==> config.mk <==
export PLATFORM = sky130hd
export DESIGN_NAME = mux8_rr_arbiter_flat
export DESIGN_NICKNAME = d
export VERILOG_FILES = /design/src/rtl/mux8_rr_arbiter_if.sv /design/src/rtl/mux8_rr_arbiter.sv /design/src/flat_wrapper.sv
export SDC_FILE = /design/constraint.sdc
export NUM_CORES = 1
export LEC_CHECK = 0
export ABC_AREA = 1
export BUFFER_PORTS_ARGS = -buffer_cell sky130_fd_sc_hd__buf_2
export CAP_MARGIN = 30
export CORE_MARGIN = 1.5
export CORE_UTILIZATION = 37
export CTS_CLUSTER_SIZE = 10
export DETAILED_ROUTE_END_ITERATION = 12
export GPL_TIMING_DRIVEN = 0
export HOLD_SLACK_MARGIN = 0.05
export SYNTH_ARGS = -nofsm -noshare
export SYNTH_HDL_FRONTEND = slang
export SYNTH_SLANG_ARGS = --single-unit
export TNS_END_PERCENT = 10
==> constraint.sdc <==
create_clock -name clk -period 6.3 [get_ports clk]
set_input_delay 0.315 -clock clk [delete_from_list [all_inputs] [get_ports clk]]
set_output_delay 0.315 -clock clk [all_outputs]
set_load 0.02 [all_outputs]
==> src/rtl/mux8_rr_arbiter_if.sv <==
// mux8_rr_arbiter_if: request/grant bundle between requesters and the mux arbiter
interface mux8_rr_arbiter_if;
   logic [7:0] req;
   logic [7:0] grant;
   logic [2:0] sel;
   logic       valid;
   logic [3:0] busy_cnt;
   modport master (output req, input grant, sel, valid, busy_cnt);
   modport slave  (input req, output grant, sel, valid, busy_cnt);
endinterface

==> src/rtl/mux8_rr_arbiter.sv <==
// mux8_rr_arbiter: round-robin owner of an 8:1 mux select with bounded tenure
module mux8_rr_arbiter #(
   parameter int MAX_HOLD = 4
) (
   input  logic                    clk,
   input  logic                    rst,
   mux8_rr_arbiter_if.slave        bus
);
   typedef enum logic {IDLE, GRANT} state_t;
   state_t     state_q, state_d;
   logic [7:0] grant_q, grant_d;
   logic [2:0] sel_q, sel_d;
   logic [2:0] ptr_q, ptr_d;
   logic [3:0] cnt_q, cnt_d;
   logic [7:0] mask, rot;
   logic [2:0] off, win;
   logic       hold, at_max, rotate;
   always_comb begin
      // while granted, ptr_q is the owner, so one search from ptr_q+1 serves every case
      mask = state_q == GRANT ? bus.req & ~(8'd1 << sel_q) : bus.req;
      for (int i = 0; i < 8; i++) rot[i] = mask[3'(ptr_q + 3'(i) + 3'd1)];
      off = 3'd0;
      for (int i = 7; i >= 0; i--) if (rot[i]) off = 3'(i);
      win    = ptr_q + off + 3'd1;
      hold   = state_q == GRANT && bus.req[sel_q];
      at_max = cnt_q == 4'(MAX_HOLD);
      rotate = |mask && (!hold || at_max);
      state_d = state_q;
      grant_d = grant_q;
      sel_d   = sel_q;
      ptr_d   = ptr_q;
      cnt_d   = cnt_q;
      if (rotate) begin
         state_d = GRANT;
         grant_d = 8'd1 << win;
         sel_d   = win;
         ptr_d   = win;
         cnt_d   = 4'd1;
      end else if (hold) begin
         cnt_d = at_max ? cnt_q : cnt_q + 4'd1;
      end else begin
         state_d = IDLE;
         grant_d = 8'd0;
         cnt_d   = 4'd0;
      end
   end
   always_ff @(posedge clk) begin
      if (rst) begin
         state_q <= IDLE;
         grant_q <= 8'd0;
         sel_q   <= 3'd0;
         ptr_q   <= 3'd7;
         cnt_q   <= 4'd0;
      end else begin
         state_q <= state_d;
         grant_q <= grant_d;
         sel_q   <= sel_d;
         ptr_q   <= ptr_d;
         cnt_q   <= cnt_d;
      end
   end
   assign bus.grant    = grant_q;
   assign bus.sel      = sel_q;
   assign bus.valid    = state_q == GRANT;
   assign bus.busy_cnt = cnt_q;
endmodule

==> src/flat_wrapper.sv <==
// flat-port wrapper written by rule: the top's interface ports become plain ports
module mux8_rr_arbiter_flat 
#(
   parameter int MAX_HOLD = 4
)
  (clk, rst, bus_req, bus_grant, bus_sel, bus_valid, bus_busy_cnt);
  mux8_rr_arbiter_if bus_i ();
  input  logic clk;
  input  logic rst;
  input wire logic [$bits(bus_i.req)-1:0] bus_req;
  output wire logic [$bits(bus_i.grant)-1:0] bus_grant;
  output wire logic [$bits(bus_i.sel)-1:0] bus_sel;
  output wire logic [$bits(bus_i.valid)-1:0] bus_valid;
  output wire logic [$bits(bus_i.busy_cnt)-1:0] bus_busy_cnt;
  assign bus_i.req = bus_req;
  assign bus_grant = bus_i.grant;
  assign bus_sel = bus_i.sel;
  assign bus_valid = bus_i.valid;
  assign bus_busy_cnt = bus_i.busy_cnt;
  mux8_rr_arbiter #(.MAX_HOLD(MAX_HOLD)) u_core (.clk(clk), .rst(rst), .bus(bus_i));
endmodule
==> impl_metrics.ini, run 1 <==
[outcome]
status = finished clean

[die]
coreArea_mm2 = 0.004115
dieWidth_um = 69.46
dieArea_mm2 = 0.004824
rows = 23
die_h_um = 69.46
initial_utilization_pct = 39.71
boundaryPins = 26

[routing]
drt_wl_total_um = 3561
dr_wl_met2_um = 1579
top_layer = met4
wl_met3_um = 144
first_pass_iters = 4
first_iter_violations = 109
dr_total_vias = 1608
wl_met1_um = 1792
via_per_inst = 5.057
detail-route-antenna-nets = 0
drcViolationCount = 0
wl_per_cell_um = 11.20

[timing]
setup_slack_ps = 3070
fmax_mhz = 309.6
maxSlewHeadroom_pct = 73.84
finalHoldViolCount = 0
worstMarginPinSlew_ps = 392.4
slew_violations = 0
finalCritPeriodShare_pct = 51.26
finalSetupViolCount = 0
fin_worst_skew_ps = 2.125
rsz0062_at_grt = false
fin_crit_ps = 3230
fin_setup_tns_ps = 0

[critical_path]
crit_top_cell = nand2_1
worstPathMaxFanout = 6
critPathArrivalTime_ps = 3380
cp_cell_sequence = inv_1 -> ha_1 -> inv_1 -> nand3_1 -> nand2_2 -> nand2_1 -> nand2_1 -> a21oi_1 -> o21ai_0 -> nand2_1 -> nand2_1 -> nand2_1 -> ha_1 -> fa_1 -> xor2_1 -> inv_1 -> nand3_4 -> nand2_4 -> nand2_1 -> nand2_1
critPathCaptureType = register
path_buf_inv = 3
cp_top_family = adder cells
critPathMaxStageDelay_ps = 420
crit_type = reg -> reg
worstPathRequired_ps = 6450
startpoint_type = register
slowest_stage = dfxtp_1

[logic_synthesis]
yosysTopAreaCell = dfxtp_1
synth_seq_cells = 19
yosys_warnings = 0
yosysUniqueCellTypes = 35
netlist_instances = 240
synthTopCellsByArea = dfxtp_1, nand2_1, nand3_1, ha_1, nand2_2
syn_area_per_cell_um2 = 6.809
seq_area_frac_synth_pct = 23.28
syn_nets = 257
yosysTopAreaCellShare_pct = 23.28
syn_area_mm2 = 0.001634

[placement]
placed_cells = 314
pre_cts_slack_ps = 3046
portBuffers = 24
gp_congestion = 0.7960
post-dp-hpwl_um = 2912

[global_route]
grt_usage_pct = 15.64
antenna_found_initial = 0
grt_pass1_wl_um = 6375
grt_pass1_vias = 1497
grt-ovfl-total = 0
grt_max_degree = 12

[power]
power_density_mw_per_mm2 = 628.7
p_leak_nw = 0.9451
irDropWorstVdd_mv = 0.3058

[layout]
antenna_cells = 0
layout.cells.non_filler = 318
area_growth_pct = 13.94
num-nets-final = 286
final_layout_size_suffix_gt1_share_pct = 25.75
fin_util_pct = 45.24
fill_cells = 421

[min_path]
holdCritPathClass = reg -> reg

[clock_tree]
numClockSinks = 19
cts_tree = yes
clk_latency_ps = 250
cts_resized = 0
cts_inserted_buffers = 3
clkTransAtPathRegs_ps = 70
cts_setup_buffers = 0
ctsHtreeMaxLevel = 1
clock-root-buffer = clkbuf_8
clock_tree.buffer_depth = 2
postCtsHoldBufs = 0

[flow_run]
drv_cap = 0
-- report_power, final --
group / internal (mW) / total (mW) / switching (mW)
clock network: 0.0449 / 0.0836 / 0.0387
logic: 0.314 / 0.912 / 0.598
registers: 0.151 / 0.175 / 0.0231
-- cells in the mapped netlist --
cell type,number
xnor2_1,3
nor3b_2,1
xor2_1,2
o21ai_2,1
nand3_4,1
nand4_1,6
o21ai_0,3
a22oi_1,5
nor2_4,3
nor3_1,4
nand2_2,12
a21boi_0,1
buf_6,1
a21oi_2,3
o21bai_1,1
dfxtp_1,19
a21oi_1,5
ha_1,6
fa_1,1
inv_2,5
nand3_1,44
nand2_1,71
nand3_2,6
nor2_2,2
nand2_4,4
or3_1,1
inv_1,18
nor2_1,4
xnor2_2,1
nor4_1,1
clkbuf_1,1
o22ai_1,1
o211ai_1,1
nor2_8,1
buf_4,1
-- worst register-to-register path, stage by stage (launching register included) --
cell and delay [ps]:
dfxtp_1 420, inv_1 170, ha_1 400, inv_1 140, nand3_1 140, nand2_2 100
nand2_1 50, nand2_1 70, a21oi_1 60, o21ai_0 140, nand2_1 70, nand2_1 60
nand2_1 50, ha_1 180, fa_1 370, xor2_1 270, inv_1 120, nand3_4 140
nand2_4 80, nand2_1 70, nand2_1 50
-- sequential cells by signal (all words and copies together) (netlist names) --
| signal | cells |
|---|---|
| u_core.bus.grant | 8 |
| u_core.bus.sel | 3 |
| u_core.bus.valid | 1 |
| u_core.ptr_q | 3 |
| u_core.bus.busy_cnt | 4 |
-- per-stage QoR --
stage,hold WS (ps),instance area [um^2],power (mW)
CTS,451.0,1862,1.181
global route,463.4,1862,1.318
finish,449.8,1862,1.171
global placement,438.8,1817,1.086
floorplan,526.3,1634,0.9261
detailed placement,439.1,1817,1.093
-- path summary, 6_finish.rpt --
kind                                    start                          endpoint  slack [ps]  cells after the start
min          u_core.bus.grant[4]$_SDFFE_PP0P_  u_core.bus.grant[4]$_SDFFE_PP0P_         450                      2
max              u_core.ptr_q[1]$_SDFFE_PP1P_  u_core.bus.grant[2]$_SDFFE_PP0P_        3070                     20
max reg2reg      u_core.ptr_q[1]$_SDFFE_PP1P_  u_core.bus.grant[2]$_SDFFE_PP0P_        3070                     20
min reg2reg  u_core.bus.grant[4]$_SDFFE_PP0P_  u_core.bus.grant[4]$_SDFFE_PP0P_         450                      2
-- layer usage --
metal	track usage, %	up-vias
li1	-	859
met1	21.83	715
met2	25.32	30
met3	1.599	4
met4	4.793	0
met5	0	-
-- final cells by class --
type	instances	area, um^2	area share (%)
plain buffers	3	22.52	1.210
clock buffers	4	45.04	2.419
inverters	23	86.33	4.637
multi-input cells	195	1145	61.49
flip-flops and latches	19	380.4	20.43
well taps	50	62.56	3.360
repair buffers	24	120.1	6.452
-- layout by cell type (no fill, tap or decap), drive strengths merged --
cell type  instances
clkbuf             5
nand2             87
ha                 6
fa                 1
o211ai             1
xor2               2
xnor2              4
nor3               4
nand3             51
o22ai              1
nand4              6
or3                1
o21bai             1
inv               23
nor2              10
o21ai              4
a21oi              8
a21boi             1
nor3b              1
a22oi              5
nor4               1
dfxtp             19
buf               26
-- kinds of logic (layout without fill, tap and decap cells) --
logic type,Yosys count,in the layout,share of synthesized area (%)
buf+inv,26,54,6.661
xor+xnor,6,6,3.676
fa+ha+maj,7,7,5.819
flops,19,19,23.28
simple gates,161,161,51.91
compound gates,21,21,8.653
Power figures use the tool's default switching activity.
==> run 2, diff against run 1 <==
clock period = 2.84 ns   (was 6.3 ns; I/O delays follow)
==> impl_metrics.ini, run 2 (synthesis gave the netlist of run 1 again) <==
[layout]
fill_cells = 426
largest_reg_flops = 8
antenna_cells = 0
fin_util_pct = 51.93
final_common_cell = nand2_1
final_cell_mix = nand2_1, nand3_1, buf_2
finalInstanceArea_mm2 = 0.002137
final_layout_size_suffix_gt1_share_pct = 44.93
regArea_um2 = 400.4
area_growth_pct = 30.78
multi_input_comb_area_mm2 = 0.001325
num-nets-final = 294

[routing]
drcViolationCount = 0
first_pass_iters = 4
detail-route-antenna-nets = 0
via_per_inst = 5.071
dr_total_vias = 1653
first_iter_violations = 66
wl_per_cell_um = 11.51
drt_wl_total_um = 3752

[critical_path]
cp_cell_sequence = ha_1 -> xnor2_2 -> buf_4 -> xor2_2 -> nand3_1 -> nand2_2 -> nand2_2 -> o21bai_1 -> fa_2 -> xor2_2 -> buf_4 -> nand2_4 -> nand2_4 -> nand2_1 -> nand2_1
worstPathMaxFanout = 6
slowest_stage = fa_2
worstPathRequired_ps = 2990
critPathArrivalTime_ps = 2860
r2r-end = u_core.bus.grant[2]$_SDFFE_PP0P_
crit_type = reg -> reg
crit-reg2reg-launch = u_core.ptr_q[0]$_SDFFE_PP1P_
critPathCaptureType = register
startpoint_type = register
r2r.worst_path.cells = 15
reg2reg_slack_ps = 140
critPathMaxStageDelay_ps = 380

[timing]
finalCritPeriodShare_pct = 95.13
maxSlewHeadroom_pct = 70.89
finalHoldViolCount = 0
finalSetupViolCount = 0
fmax_mhz = 370.2
slew_violations = 0
fin_crit_ps = 2702
fin_worst_skew_ps = 2.443
worstMarginPinSlew_ps = 436.7
rsz0062_at_grt = true

[global_route]
grt-ovfl-total = 0
grt_pass1_wl_um = 6824
grt_max_degree = 12
grt_pass1_vias = 1575
antenna_found_initial = 0
grt_usage_pct = 16.56

[placement]
gp_congestion = 0.8246
portBuffers = 24
place_area_mm2 = 0.001837
post-dp-hpwl_um = 2952

[flow_run]
drv_cap = 0

[die]
die_h_um = 69.46
boundaryPins = 26
rows = 23
dieArea_mm2 = 0.004824
dieWidth_um = 69.46
coreArea_mm2 = 0.004115
initial_utilization_pct = 39.71

[clock_tree]
clock_tree.buffer_depth = 2
postCtsHoldBufs = 0
clkTransAtPathRegs_ps = 70
cts_tree = yes
clock-root-buffer = clkbuf_8
clk_latency_ps = 250
ctsHtreeMaxLevel = 1
numClockSinks = 19
cts_inserted_buffers = 3

[min_path]
worst_hold_path.endpoint = u_core.bus.busy_cnt[0]$_SDFFE_PP0P_
hp-start = rst
holdCritPathClass = in -> reg
holdPathStages = 2

[power]
irDropWorstVdd_mv = 0.7820
p_leak_nw = 1.029
power_density_mw_per_mm2 = 1454

[outcome]
status = finished clean
run 2: cell count changes in the layout (fill, tap and decap cells not counted), sizes merged:
| cell | before | now |
|---|---|---|
| buf | 26 | 34 |
run 2: stage by stage:
| step | setup TNS (ps) | std cells | total power, mW | setup WS, ps | hold WS [ps] |
|---|---|---|---|---|---|
| global placement | -1779 | 314 | 2.448 | -215.8 | 440.3 |
| floorplan | 0 | 240 | 2.098 | 39.44 | 464.3 |
| CTS | 0 | 320 | 2.819 | 26.58 | 282.4 |
| global route | -730.1 | 326 | 3.479 | -92.85 | 346.0 |
| detailed placement | -2294 | 314 | 2.467 | -262.6 | 437.8 |
| finish | 0 | 326 | 3.108 | 138.4 | 293.0 |
run 2: worst max-delay path: cells and delay by family, from the launching register on:
family                   cells  cell delay, ps
AND/OR/NAND/NOR              7             550
XOR/XNOR                     3             590
AO/OA/AOI/OAI                1             190
buffers and inverters        2             300
flip-flops                   1             370
adder cells (fa/ha/maj)      2             600
run 2: final cells by class:
type                            count  share of cell area, %
Buffer                              3                  1.054
Clock buffer                        4                  2.108
Inverter                           23                  4.742
Multi-Input combinational cell    195                  62.00
Sequential cell                    19                  18.74
Tap cell                           50                  2.927
Timing Repair Buffer               32                  8.431
run 2: where the power goes:
part | switching [mW] | internal, mW
Sequential | 0.0655 | 0.352
Combinational | 1.52 | 0.987
Clock | 0.0857 | 0.0996
Total | 1.67 | 1.44
run 2: layer usage:
layer  vias up  wire [um]  global-route usage, %
li1        880          -                      -
met1       742       1789                  22.63
met2        27       1806                  27.24
met3         4        117                  1.599
met4         0         38                  5.447
met5         -          0                      0
run 2: how the worst max path moves through the flow:
stage	start	end	slack [ps]	cells after the start
4_1_cts	u_core.ptr_q[0]$_SDFFE_PP1P_	u_core.bus.grant[4]$_SDFFE_PP0P_	30	18
3_5_place_dp	u_core.ptr_q[1]$_SDFFE_PP1P_	u_core.bus.grant[2]$_SDFFE_PP0P_	-260	20
5_1_grt	u_core.bus.valid$_SDFFE_PP0P_	u_core.bus.grant[1]$_SDFFE_PP0P_	-90	21
6_report	u_core.ptr_q[0]$_SDFFE_PP1P_	u_core.bus.grant[2]$_SDFFE_PP0P_	140	15
3_3_place_gp	u_core.ptr_q[1]$_SDFFE_PP1P_	u_core.bus.grant[0]$_SDFFE_PP0P_	-220	20
2_1_floorplan	u_core.bus.sel[1]$_SDFFE_PP0P_	u_core.bus.grant[0]$_SDFFE_PP0P_	40	21
run 2: timing repair:
item	4_1_cts	5_1_grt
setup endpoints to repair	12	12
endpoints found under the hold margin	0	0
setup buffers	2	6
gates resized for setup	21	40
pin swaps	3	16
